$ cat config.mk
export PLATFORM = sky130hd
export DESIGN_NAME = pe_modal
export DESIGN_NICKNAME = d
export VERILOG_FILES = /design/src/rtl/pe_modal.sv
export SDC_FILE = /design/constraint.sdc
export NUM_CORES = 1
export LEC_CHECK = 0
export ABC_AREA = 0
export ABC_CLOCK_PERIOD_IN_PS = 9400
export CORE_MARGIN = 4
export CORE_UTILIZATION = 49
export CTS_CLUSTER_DIAMETER = 100
export DETAILED_ROUTE_END_ITERATION = 7
export PLACE_DENSITY = 0.75
export REMOVE_ABC_BUFFERS = 1
export SLEW_MARGIN = 30
export SYNTH_ARGS = -nofsm -noshare
export SYNTH_HDL_FRONTEND = slang
export SYNTH_SLANG_ARGS = --single-unit
$ cat constraint.sdc
create_clock -name clk -period 9.4 [get_ports clk]
set_input_delay 1.88 -clock clk [delete_from_list [all_inputs] [get_ports clk]]
set_output_delay 1.88 -clock clk [all_outputs]
set_load 0.02 [all_outputs]
$ cat src/rtl/pe_modal.sv
// Systolic-array processing element with run-time selectable weight-stationary / output-stationary
// dataflow, double-buffered weights and saturating or wrapping accumulation.
module pe_modal #(
  parameter int DATA_WIDTH = 8,
  parameter int ACC_WIDTH  = 32,
  parameter int SATURATE   = 1
) (
  input  logic                  clk,
  input  logic                  rst_n,
  input  logic                  pe_enabled,
  input  logic                  pe_mode,
  input  logic [ACC_WIDTH-1:0]  pe_psum_in,
  input  logic [DATA_WIDTH-1:0] pe_weight_in,
  input  logic                  pe_accept_w_in,
  input  logic [DATA_WIDTH-1:0] pe_input_in,
  input  logic                  pe_valid_in,
  input  logic                  pe_switch_in,
  input  logic                  pe_drain_in,
  output logic [ACC_WIDTH-1:0]  pe_psum_out,
  output logic                  pe_psum_valid_out,
  output logic [DATA_WIDTH-1:0] pe_weight_out,
  output logic                  pe_accept_w_out,
  output logic [DATA_WIDTH-1:0] pe_input_out,
  output logic                  pe_valid_out,
  output logic                  pe_switch_out,
  output logic                  pe_drain_out,
  output logic                  pe_overflow
);

  localparam int PROD_WIDTH = 2 * DATA_WIDTH;
  localparam logic [ACC_WIDTH-1:0] ACC_MAX = {1'b0, {(ACC_WIDTH-1){1'b1}}};
  localparam logic [ACC_WIDTH-1:0] ACC_MIN = {1'b1, {(ACC_WIDTH-1){1'b0}}};

  typedef enum logic {
    EMPTY  = 1'b0,
    LOADED = 1'b1
  } shadow_state_t;

  typedef struct packed {
    logic                 ovf;
    logic [ACC_WIDTH-1:0] sum;
  } add_t;

  shadow_state_t state, state_next;
  logic [DATA_WIDTH-1:0] w_active, w_active_next;
  logic [DATA_WIDTH-1:0] w_shadow, w_shadow_next;
  logic [ACC_WIDTH-1:0]  acc, acc_next;
  logic                  mode_prev;
  logic                  mode_change;

  logic signed [PROD_WIDTH-1:0] product_full;
  logic [ACC_WIDTH-1:0]         product;
  add_t                         ws_add, os_add;

  logic [ACC_WIDTH-1:0] psum_next;
  logic                 psum_valid_next;
  logic                 ovf_event;

  // One extra sign bit exposes signed overflow as a disagreement of the top two bits.
  function automatic add_t add_acc(input logic [ACC_WIDTH-1:0] a, input logic [ACC_WIDTH-1:0] b);
    logic [ACC_WIDTH:0] s;
    add_t               r;
    s     = {a[ACC_WIDTH-1], a} + {b[ACC_WIDTH-1], b};
    r.ovf = s[ACC_WIDTH] ^ s[ACC_WIDTH-1];
    r.sum = s[ACC_WIDTH-1:0];
    if (r.ovf && (SATURATE != 0)) r.sum = s[ACC_WIDTH] ? ACC_MIN : ACC_MAX;
    return r;
  endfunction

  assign product_full = PROD_WIDTH'($signed(pe_input_in)) * PROD_WIDTH'($signed(w_active));
  assign product      = ACC_WIDTH'(product_full);
  assign ws_add       = add_acc(pe_psum_in, product);
  assign os_add       = add_acc(acc, product);
  assign mode_change  = (pe_mode != mode_prev);

  // NOTE: every variable gets a default before any branch, so no path leaves it unassigned
  // and no latch is inferred.
  always_comb begin
    state_next    = state;
    w_active_next = w_active;
    w_shadow_next = w_shadow;
    if (pe_accept_w_in && pe_switch_in) begin
      w_active_next = pe_weight_in;
      state_next    = EMPTY;
    end else if (pe_accept_w_in) begin
      w_shadow_next = pe_weight_in;
      state_next    = LOADED;
    end else if (pe_switch_in && (state == LOADED)) begin
      w_active_next = w_shadow;
      state_next    = EMPTY;
    end
  end

  always_comb begin
    acc_next        = acc;
    psum_next       = '0;
    psum_valid_next = 1'b0;
    ovf_event       = 1'b0;
    if (mode_change) acc_next = '0;
    if (!pe_mode) begin
      if (pe_valid_in) begin
        psum_next       = ws_add.sum;
        psum_valid_next = 1'b1;
        ovf_event       = ws_add.ovf;
      end
    end else if (!mode_change) begin
      if (pe_drain_in) begin
        psum_next       = acc;
        psum_valid_next = 1'b1;
        acc_next        = pe_valid_in ? product : '0;
      end else if (pe_valid_in) begin
        acc_next  = os_add.sum;
        ovf_event = os_add.ovf;
      end
    end
  end

  // NOTE: sequential state uses non-blocking assignments so every register samples
  // pre-edge values; this is what keeps the switch-cycle product on the old weight.
  always_ff @(posedge clk or negedge rst_n) begin
    if (!rst_n) begin
      state    <= EMPTY;
      w_active <= '0;
      w_shadow <= '0;
    end else if (!pe_enabled) begin
      state    <= EMPTY;
      w_active <= '0;
      w_shadow <= '0;
    end else begin
      state    <= state_next;
      w_active <= w_active_next;
      w_shadow <= w_shadow_next;
    end
  end

  always_ff @(posedge clk or negedge rst_n) begin
    if (!rst_n) begin
      acc               <= '0;
      mode_prev         <= 1'b0;
      pe_psum_out       <= '0;
      pe_psum_valid_out <= 1'b0;
      pe_weight_out     <= '0;
      pe_accept_w_out   <= 1'b0;
      pe_input_out      <= '0;
      pe_valid_out      <= 1'b0;
      pe_switch_out     <= 1'b0;
      pe_drain_out      <= 1'b0;
      pe_overflow       <= 1'b0;
    end else if (!pe_enabled) begin
      acc               <= '0;
      mode_prev         <= 1'b0;
      pe_psum_out       <= '0;
      pe_psum_valid_out <= 1'b0;
      pe_weight_out     <= '0;
      pe_accept_w_out   <= 1'b0;
      pe_input_out      <= '0;
      pe_valid_out      <= 1'b0;
      pe_switch_out     <= 1'b0;
      pe_drain_out      <= 1'b0;
      pe_overflow       <= 1'b0;
    end else begin
      acc               <= acc_next;
      mode_prev         <= pe_mode;
      pe_psum_out       <= psum_next;
      pe_psum_valid_out <= psum_valid_next;
      pe_weight_out     <= pe_accept_w_in ? pe_weight_in : '0;
      pe_accept_w_out   <= pe_accept_w_in;
      if (pe_valid_in) pe_input_out <= pe_input_in;
      pe_valid_out      <= pe_valid_in;
      pe_switch_out     <= pe_switch_in;
      pe_drain_out      <= pe_drain_in;
      pe_overflow       <= pe_overflow | ovf_event;
    end
  end

endmodule

Word-level counts from Yosys, hierarchy flattened
Cells that the tools add are included. W data, S select, Z words.

Input bits: 56. Output and inout port bits: 54. Register bits after elaboration: 104.

$add $sub $neg: 2. Reductions and logical operators: 4. Equality and inequality tests: 7. Mux-type cells: 47. Multiply operators: 1. Bitwise gates (word level): 3.

Operators with widths (number): $mux W32 (16); $mux W8 (11); $add A32 B16 Y33 (2); $mux W1 (20); $mul A8 B8 Y16 (1); $ne A2 B1 Y1 const B (2); $ne A4 B1 Y1 const B (1); $reduce_and A2 Y1 (2); $ne A3 B1 Y1 const B (1); $ne A3 B2 Y1 const B (1); $logic_and A1 B1 Y1 (2); $ne A2 B2 Y1 const B (1); $xor A1 B1 Y1 (2); $ne A1 B1 Y1 (1); $or A1 B1 Y1 (1).

Longest topological paths before layout
Gate-level depths: netlist of the first run.

Depth after elaboration: 9. Mapped depth: 32. Depth with buffers taken out: 27.

Worst setup path after synthesis of the first run
OpenSTA, ideal clock, no wires.

Path type: input to register. Start point: input port pe_input_in[7]. End point: register pe_psum_out[26]. Stages on the path: 25. Arrival: 9437 ps. Slack: -166 ps. Buffers on the path: 3. Data required time: 9271 ps. Cells stage by stage: clkbuf_1 -> nand2_1 -> fa_1 -> fa_1 -> fa_1 -> inv_1 -> fa_1 -> ha_1 -> a21o_1 -> a21oi_1 -> o211a_1 -> nor2_1 -> a21oi_1 -> xor2_1 -> ha_1 -> a21oi_1 -> or3b_1 -> o21ai_1 -> a31oi_1 -> a311oi_1 -> nand3_1 -> o211ai_1 -> clkbuf_2 -> buf_2 -> a22oi_1.

Cells in the longest elaborated chain, start to end: 7. Elaborated cells on any way between the ends: 8. Those cells by class: add/sub: 1; mul: 1; mux: 5; bitwise: 1.

RTL lines: start: declaration (RTL line 15) `input logic [DATA_WIDTH-1:0] pe_input_in,`; $mul A8 B8 Y16 (*) (RTL line 70) `assign product_full = PROD_WIDTH'($signed(pe_input_in)) * PROD_WIDTH'($signed(w_active));`; $add A32 B16 Y33 (*) (RTL line 63) `s = {a[ACC_WIDTH-1], a} + {b[ACC_WIDTH-1], b};`; $mux W32 / $xor A1 B1 Y1 (equally long branches) (RTL line 66, 64); $mux W32 (*) (RTL line 66) `if (r.ovf && (SATURATE != 0)) r.sum = s[ACC_WIDTH] ? ACC_MIN : ACC_MAX;`; $mux W32 (*) (RTL line 101) `if (pe_valid_in) begin`; $mux W32 (*) (RTL line 100) `if (!pe_mode) begin`; $mux W32 (*) (RTL line 149) `end else if (!pe_enabled) begin`; end signal: assignment (RTL line 164) `pe_psum_out <= psum_next;`; end: declaration (RTL line 19) `output logic [ACC_WIDTH-1:0] pe_psum_out,`.

Mark *: on every way between the ends. The rest lies on a longest branch, timed or not. A chain may end at the register's enable or synchronous reset.

Worst setup path after layout of the first run
Start point: input port pe_input_in[3]. End point: register pe_psum_out[29].

The elaborated chain is that of the path after synthesis.

==> flow_metrics.env, run 1 <==
export IMPL_syn_to_final_growth_pct=16.36
export IMPL_synth_seq_cells=104
export IMPL_ys_flop_type="dfrtp_1"
export IMPL_period_share=0.9613
export IMPL_die_x_um=158.4
export IMPL_path_clk_slew_ps=70
export IMPL_yosys_top_cells_area="dfrtp_1, ha_1, fa_1, a21oi_1, o21ai_0"
export IMPL_drive_gt1_frac=0.05841
export IMPL_ant_nets=0
export IMPL_routed_via_count=10210
export IMPL_fin_hold_ws_ps=533.6
export IMPL_route_detailed_drc=0
export IMPL_crit_arrival_ps=9270
export IMPL_fmax_ghz=0.1107
export IMPL_powerDensity_mw_per_mm2=275.8
export IMPL_dp_hpwl_mm=23.33
export IMPL_cp_slowest_cell="clkdlybuf4s50_1"
export IMPL_grt_overflow=0
export IMPL_final_area_mm2=0.01290
export IMPL_ys_seq_area_frac=0.2348
export IMPL_finalWirelength_mm=30.01
export IMPL_synth_xor_area_frac=0.04900
export IMPL_synth_enable_flop_cells=0
export IMPL_slew_headroom=0.4091
export IMPL_crit_fanout=10
export IMPL_cpPeakStageDelay_ps=550
export IMPL_synth_compound_gate_area_share=0.2462
export IMPL_synth_top_family_by_area="compound AO/OA/AOI/OAI gates"
export IMPL_cts_root_buf="clkbuf_16"
export IMPL_grt_pass1_vias=9719
export IMPL_top_usage_layer="met2"
export IMPL_grt_pass1_wl_mm=48.40
export IMPL_drt_iter0_drc=738
export IMPL_cts_buffers=9
export IMPL_grt_usage=0.2379
export IMPL_peakVddDrop_v=0.0001525
export IMPL_firstDrtPassIters=5
export IMPL_gr_usage_met1=0.3402
export IMPL_critPathLaunchType="input pin"
export IMPL_synthAdderAreaFrac=0.2091
export IMPL_portBuffers=109
export IMPL_final_net_count=1642
export IMPL_synth_simple_area_share=0.1794
export IMPL_die_area_mm2=0.02509
export IMPL_synth_area_mm2=0.01108
export IMPL_p_leak_nw=6.041
export IMPL_rows=54
export IMPL_ys_types=77
export IMPL_async_reset_ff_frac=1.000
export IMPL_die_h_um=158.4
export IMPL_final_min_clock_period_ps=9036
export IMPL_clock_sinks=104
export IMPL_hold_buffers=0
export IMPL_slew_viol_final=0
export IMPL_htree_levels=3
export IMPL_grtUsageMet3=0.02990
export IMPL_antenna_found_initial=0
export IMPL_hold_viol=0
export IMPL_power_total_w=0.003556
export IMPL_place_congestion=0.9188
export IMPL_status="complete, no violations"
export IMPL_diodes=0
export IMPL_postCtsSetupRepairBufs=0
export IMPL_placed_area_mm2=0.01258
export IMPL_cp_end_kind="flip-flop"
export IMPL_start_util=0.5032
export IMPL_avgSynthCellArea_um2=8.290
export IMPL_syn_inst=1337
export IMPL_final_util=0.5855
export IMPL_path_class="in -> reg"
export IMPL_synth_yosys_warnings=0
export IMPL_clock_skew_ps=9.770
export IMPL_setup_viol=0
export IMPL_rsz0062_at_grt="no"
export IMPL_cp_required_ps=9630
export IMPL_cap_violations=0
export IMPL_met2_usage=0.3855
export IMPL_ios=110
export IMPL_tritoncts="built"
export IMPL_muxShareOfSynthArea=0.01908
export IMPL_core_area_mm2=0.02203
export IMPL_grt_max_degree=83
export IMPL_worst_slew_pin_slew_ps=874.0
export IMPL_yosys_area_top_type="dfrtp_1"
export IMPL_yosysTopAreaCellShare=0.2348
export IMPL_clk_latency_ps=360
export IMPL_cts_path_max_buffers=2
export IMPL_wl_per_cell_um=17.47
export IMPL_hp_class="reg -> reg"
export IMPL_vias_per_cell=5.940
## final timing paths
path	from	to	slack, ps	cells past startpoint
max	pe_input_in[3]	pe_psum_out[29]$_DFF_PN0_	360	29
min reg2reg	pe_overflow$_DFF_PN0_	pe_overflow$_DFF_PN0_	530	2
max reg2reg	w_active[2]$_DFFE_PN0P_	pe_psum_out[29]$_DFF_PN0_	1810	28
min in group asynchronous	rst_n	w_shadow[6]$_DFFE_PN0P_	1420	1
min	pe_overflow$_DFF_PN0_	pe_overflow$_DFF_PN0_	530	2
max in group asynchronous	rst_n	acc[26]$_DFF_PN0_	6920	2
## through the flow
step / TNS [ps] / instances / setup WS, ps
after CTS: 0 / 1718 / 200.1
after global placement: 0 / 1704 / 16.62
after global routing: 0 / 1718 / 14.69
after detailed placement: -317.6 / 1704 / -171.4
after floorplan: -20850 / 1280 / -547.6
final: 0 / 1718 / 363.9
## cell usage in the layout (no fill, tap or decap), drive strengths merged, types with 35 or more instances in the layout
cell type,netlist,final
a21oi,115,115
and2,53,53
buf,13,36
clkdlybuf4s50,0,108
dfrtp,104,104
fa,57,57
ha,94,94
inv,115,116
nand2,121,121
nor2,89,89
o21ai,120,120
xnor2,35,35
## where the power goes
part | total [W] | leakage (nW) | internal, W | switching, W
clock | 0.000415 | 0.148 | 0.000232 | 0.000184
combinational | 0.00259 | 4.49 | 0.00105 | 0.00154
sequential | 0.000547 | 1.41 | 0.000506 | 0.0000402
total | 0.00356 | 6.04 | 0.00179 | 0.00177
## sequential cells by signal, indices dropped and copies added (netlist names)
register           flops
pe_input_out           8
pe_overflow            1
w_active               8
pe_valid_out           1
acc                   32
pe_psum_out           32
pe_weight_out          8
w_shadow               8
pe_psum_valid_out      1
pe_switch_out          1
pe_accept_w_out        1
state                  1
mode_prev              1
pe_drain_out           1
## metal layers
layer  wire length, um  share of wire
met5                 0              0
met4               442          0.015
met3              2086          0.070
met2             13820           0.46
met1             13660           0.46
## Yosys cell counts (18+ instances only)
library cell,number
a21o_1,34
a21oi_1,114
and2_1,52
and3_1,20
clkbuf_1,43
dfrtp_1,104
fa_1,57
ha_1,94
inv_1,115
mux2i_1,20
nand2_1,120
nand2b_1,18
nor2_1,89
nor2b_1,34
nor3_1,21
o21ai_0,108
xnor2_1,35
xor2_1,27
## worst max-delay path, delay by kind of cell
kind | cells | cell delay [ps]
and+or+nand+nor | 7 | 1400
AOI/OAI and AO/OA | 8 | 2030
xor gates and xnor gates | 1 | 130
adders and majority gates | 6 | 2740
buffers and inverters | 7 | 1100
## kinds of logic after synthesis
group	count (synthesis)
and+or+nand+nor	406
buffers and inverters	172
DFF	104
AOI/OAI and AO/OA	421
xor gates and xnor gates	62
adders and majority gates	151
muxes	21
## final cells by class
| cell class | count | area, um2 |
|---|---|---|
| multi-input combinational | 1061 | 7825 |
| clock buffer | 9 | 225.2 |
| tap | 280 | 350.3 |
| fill | 1959 | 9130 |
| inverter | 115 | 431.7 |
| sequential | 104 | 2603 |
| clock inverter | 5 | 81.33 |
| timing repair buffer | 144 | 1380 |
## what timing repair did
action | CTS | global route
gates resized for setup | 0 | 3
endpoints found under the setup margin | 0 | 14
endpoints found under the hold margin | 0 | 0
(Power assumes the default switching activity.)
==> run 2: changes to the inputs <==
--- a/config.mk
+++ b/config.mk
@@ -11,6 +11,7 @@
 export CORE_UTILIZATION = 49
 export CTS_CLUSTER_DIAMETER = 100
 export DETAILED_ROUTE_END_ITERATION = 7
+export MAX_ROUTING_LAYER = met4
 export PLACE_DENSITY = 0.75
 export REMOVE_ABC_BUFFERS = 1
 export SLEW_MARGIN = 30
==> run 2 against run 1 <==
Against the previous run: core utilization is 0.28 points higher; clock power down 3%; sequential cell count unchanged; clock skew is 6.3 ps higher; largest power group unchanged; highest routed layer unchanged.
==> flow_metrics.env, run 2 (same netlist as run 1, synthesis figures left out) <==
export IMPL_firstDrtPassIters=6
export IMPL_clock_sinks=104
export IMPL_slew_headroom=0.4079
export IMPL_final_min_clock_period_ps=8909
export IMPL_routed_via_count=10240
export IMPL_dp_hpwl_mm=23.68
export IMPL_top_regs="acc: 32 flops, pe_psum_out: 32 flops"
export IMPL_netSwitchingPower_w=0.001784
export IMPL_critPathLaunchType="input pin"
export IMPL_n_fill_cell=1981
export IMPL_rows=54
export IMPL_grt_usage=0.2485
export IMPL_p_leak_nw=6.074
export IMPL_cts_path_max_buffers=2
export IMPL_grtUsageMet3=0.03099
export IMPL_diodes=0
export IMPL_ant_nets=0
export IMPL_crit_fanout=15
export IMPL_met2_usage=0.3911
export IMPL_path_class="in -> reg"
export IMPL_cts_root_buf="clkbuf_16"
export IMPL_clock_skew_ps=16.09
export IMPL_drive_gt1_frac=0.06708
export IMPL_path_clk_slew_ps=70
export IMPL_top_usage_layer="met2"
export IMPL_final_cells=1726
export IMPL_cp_required_ps=9670
export IMPL_wl_per_cell_um=17.67
export IMPL_syn_to_final_growth_pct=16.91
export IMPL_htree_levels=3
export IMPL_portBuffers=109
export IMPL_cp_slowest_cell="clkdlybuf4s50_1"
export IMPL_cts_buffers=9
export IMPL_finalWirelength_mm=30.50
export IMPL_combPwrFrac=0.736
export IMPL_route_detailed_drc=0
export IMPL_mostFrequentLayoutCell="nand2_1"
export IMPL_powerDensity_mw_per_mm2=276.4
export IMPL_drt_iter0_drc=946
export IMPL_die_h_um=158.4
export IMPL_status="complete, no violations"
export IMPL_seqPwrFrac=0.152
export IMPL_dp_cells=1709
export IMPL_vias_per_cell=5.930
export IMPL_grt_pass1_vias=9794
export IMPL_grt_max_degree=82
export IMPL_cp_end_kind="flip-flop"
export IMPL_ios=110
export IMPL_dpl_worst_slack_ps=-79.89
export IMPL_die_area_mm2=0.02509
export IMPL_fmax_ghz=0.1122
export IMPL_tritoncts="built"
export IMPL_die_x_um=158.4
export IMPL_hold_buffers=0
export IMPL_period_share=0.9477
export IMPL_peakVddDrop_v=0.0002059
export IMPL_worst_slew_pin_slew_ps=875.8
export IMPL_power_share_clock=0.112
export IMPL_core_area_mm2=0.02203
export IMPL_final_cell_mix="nand2_1, inv_1, a21oi_1, clkdlybuf4s50_1, o21ai_0"
export IMPL_final_net_count=1648
export IMPL_start_util=0.5032
export IMPL_grt_overflow=0
export IMPL_rsz0062_at_grt="no"
export IMPL_slew_viol_final=0
export IMPL_worst_slack_ps=491.3
export IMPL_crit_arrival_ps=9180
export IMPL_hold_viol=0
export IMPL_cap_violations=0
export IMPL_grt_pass1_wl_mm=49.42
export IMPL_cpPeakStageDelay_ps=580
export IMPL_switching_share=0.4980
export IMPL_place_congestion=0.9123
export IMPL_gr_usage_met1=0.3486
export IMPL_power_internal_w=0.001798
export IMPL_setup_viol=0
export IMPL_antenna_found_initial=0
export IMPL_clk_latency_ps=360
export IMPL_hp_class="reg -> reg"
==> run 2: final timing paths <==
path / from / end / slack, ps / cells past startpoint
min in group asynchronous: rst_n / w_active[6]$_DFFE_PN0P_ / 1430 / 1
worst max register to register: w_active[2]$_DFFE_PN0P_ / pe_psum_out[6]$_DFF_PN0_ / 2000 / 29
worst min-delay path: pe_overflow$_DFF_PN0_ / pe_overflow$_DFF_PN0_ / 510 / 2
max in group asynchronous: rst_n / acc[9]$_DFF_PN0_ / 6880 / 2
worst min register to register: pe_overflow$_DFF_PN0_ / pe_overflow$_DFF_PN0_ / 510 / 2
worst max-delay path: pe_input_in[3] / pe_psum_out[6]$_DFF_PN0_ / 490 / 30
==> run 2: final cells by class <==
cell class / instances / area [um2] / area share
Clock buffer: 10 / 229.0 / 0.01767
Clock inverter: 6 / 68.82 / 0.005311
Inverter: 115 / 431.7 / 0.03331
Multi-Input combinational cell: 1061 / 7848 / 0.6056
Sequential cell: 104 / 2603 / 0.2009
Tap cell: 280 / 350.3 / 0.02704
Timing Repair Buffer: 150 / 1428 / 0.1102
==> run 2: power by group through the flow <==
stage	Clock (W)	Combinational [W]	Sequential (W)
2_1_floorplan	0	0.00175	0.000602
3_3_place_gp	0	0.00253	0.000553
3_5_place_dp	0	0.00257	0.000553
4_1_cts	0.000403	0.00258	0.000545
5_1_grt	0.000424	0.00292	0.000551
6_report	0.000401	0.00264	0.000545
==> run 2: routing by layer <==
metal	routed length, um	share of wire
met5	0	0
met1	13730	0.45
met4	445	0.015
met3	2135	0.070
met2	14190	0.47
==> run 2: repair_timing <==
action | 4_1_cts | 5_1_grt
endpoints found under the hold margin | 0 | 0
resized for setup | 0 | 14
endpoints found under the setup margin | 0 | 52
setup buffers | 0 | 1
==> run 2: critical path, delay by kind of cell <==
kind / cells / cell delay [ps]
adder cells (fa/ha/maj): 6 / 2540
AO/OA/AOI/OAI: 8 / 1990
buffers and inverters: 8 / 1360
AND/OR/NAND/NOR: 7 / 1230
XOR/XNOR: 1 / 170
==> run 2: stage by stage <==
stage                 util  TNS, ps  hold WS (ps)  total power (W)  cell area (um2)
CTS                 0.5859        0         508.6         0.003532            12910
detailed placement  0.5724   -333.8         490.2         0.003119            12610
global route        0.5883        0         552.4         0.003895            12960
global placement    0.5723        0         492.3         0.003087            12600
floorplan                -   -20850         477.6         0.002354            10820
finish              0.5883        0         508.4         0.003582            12960
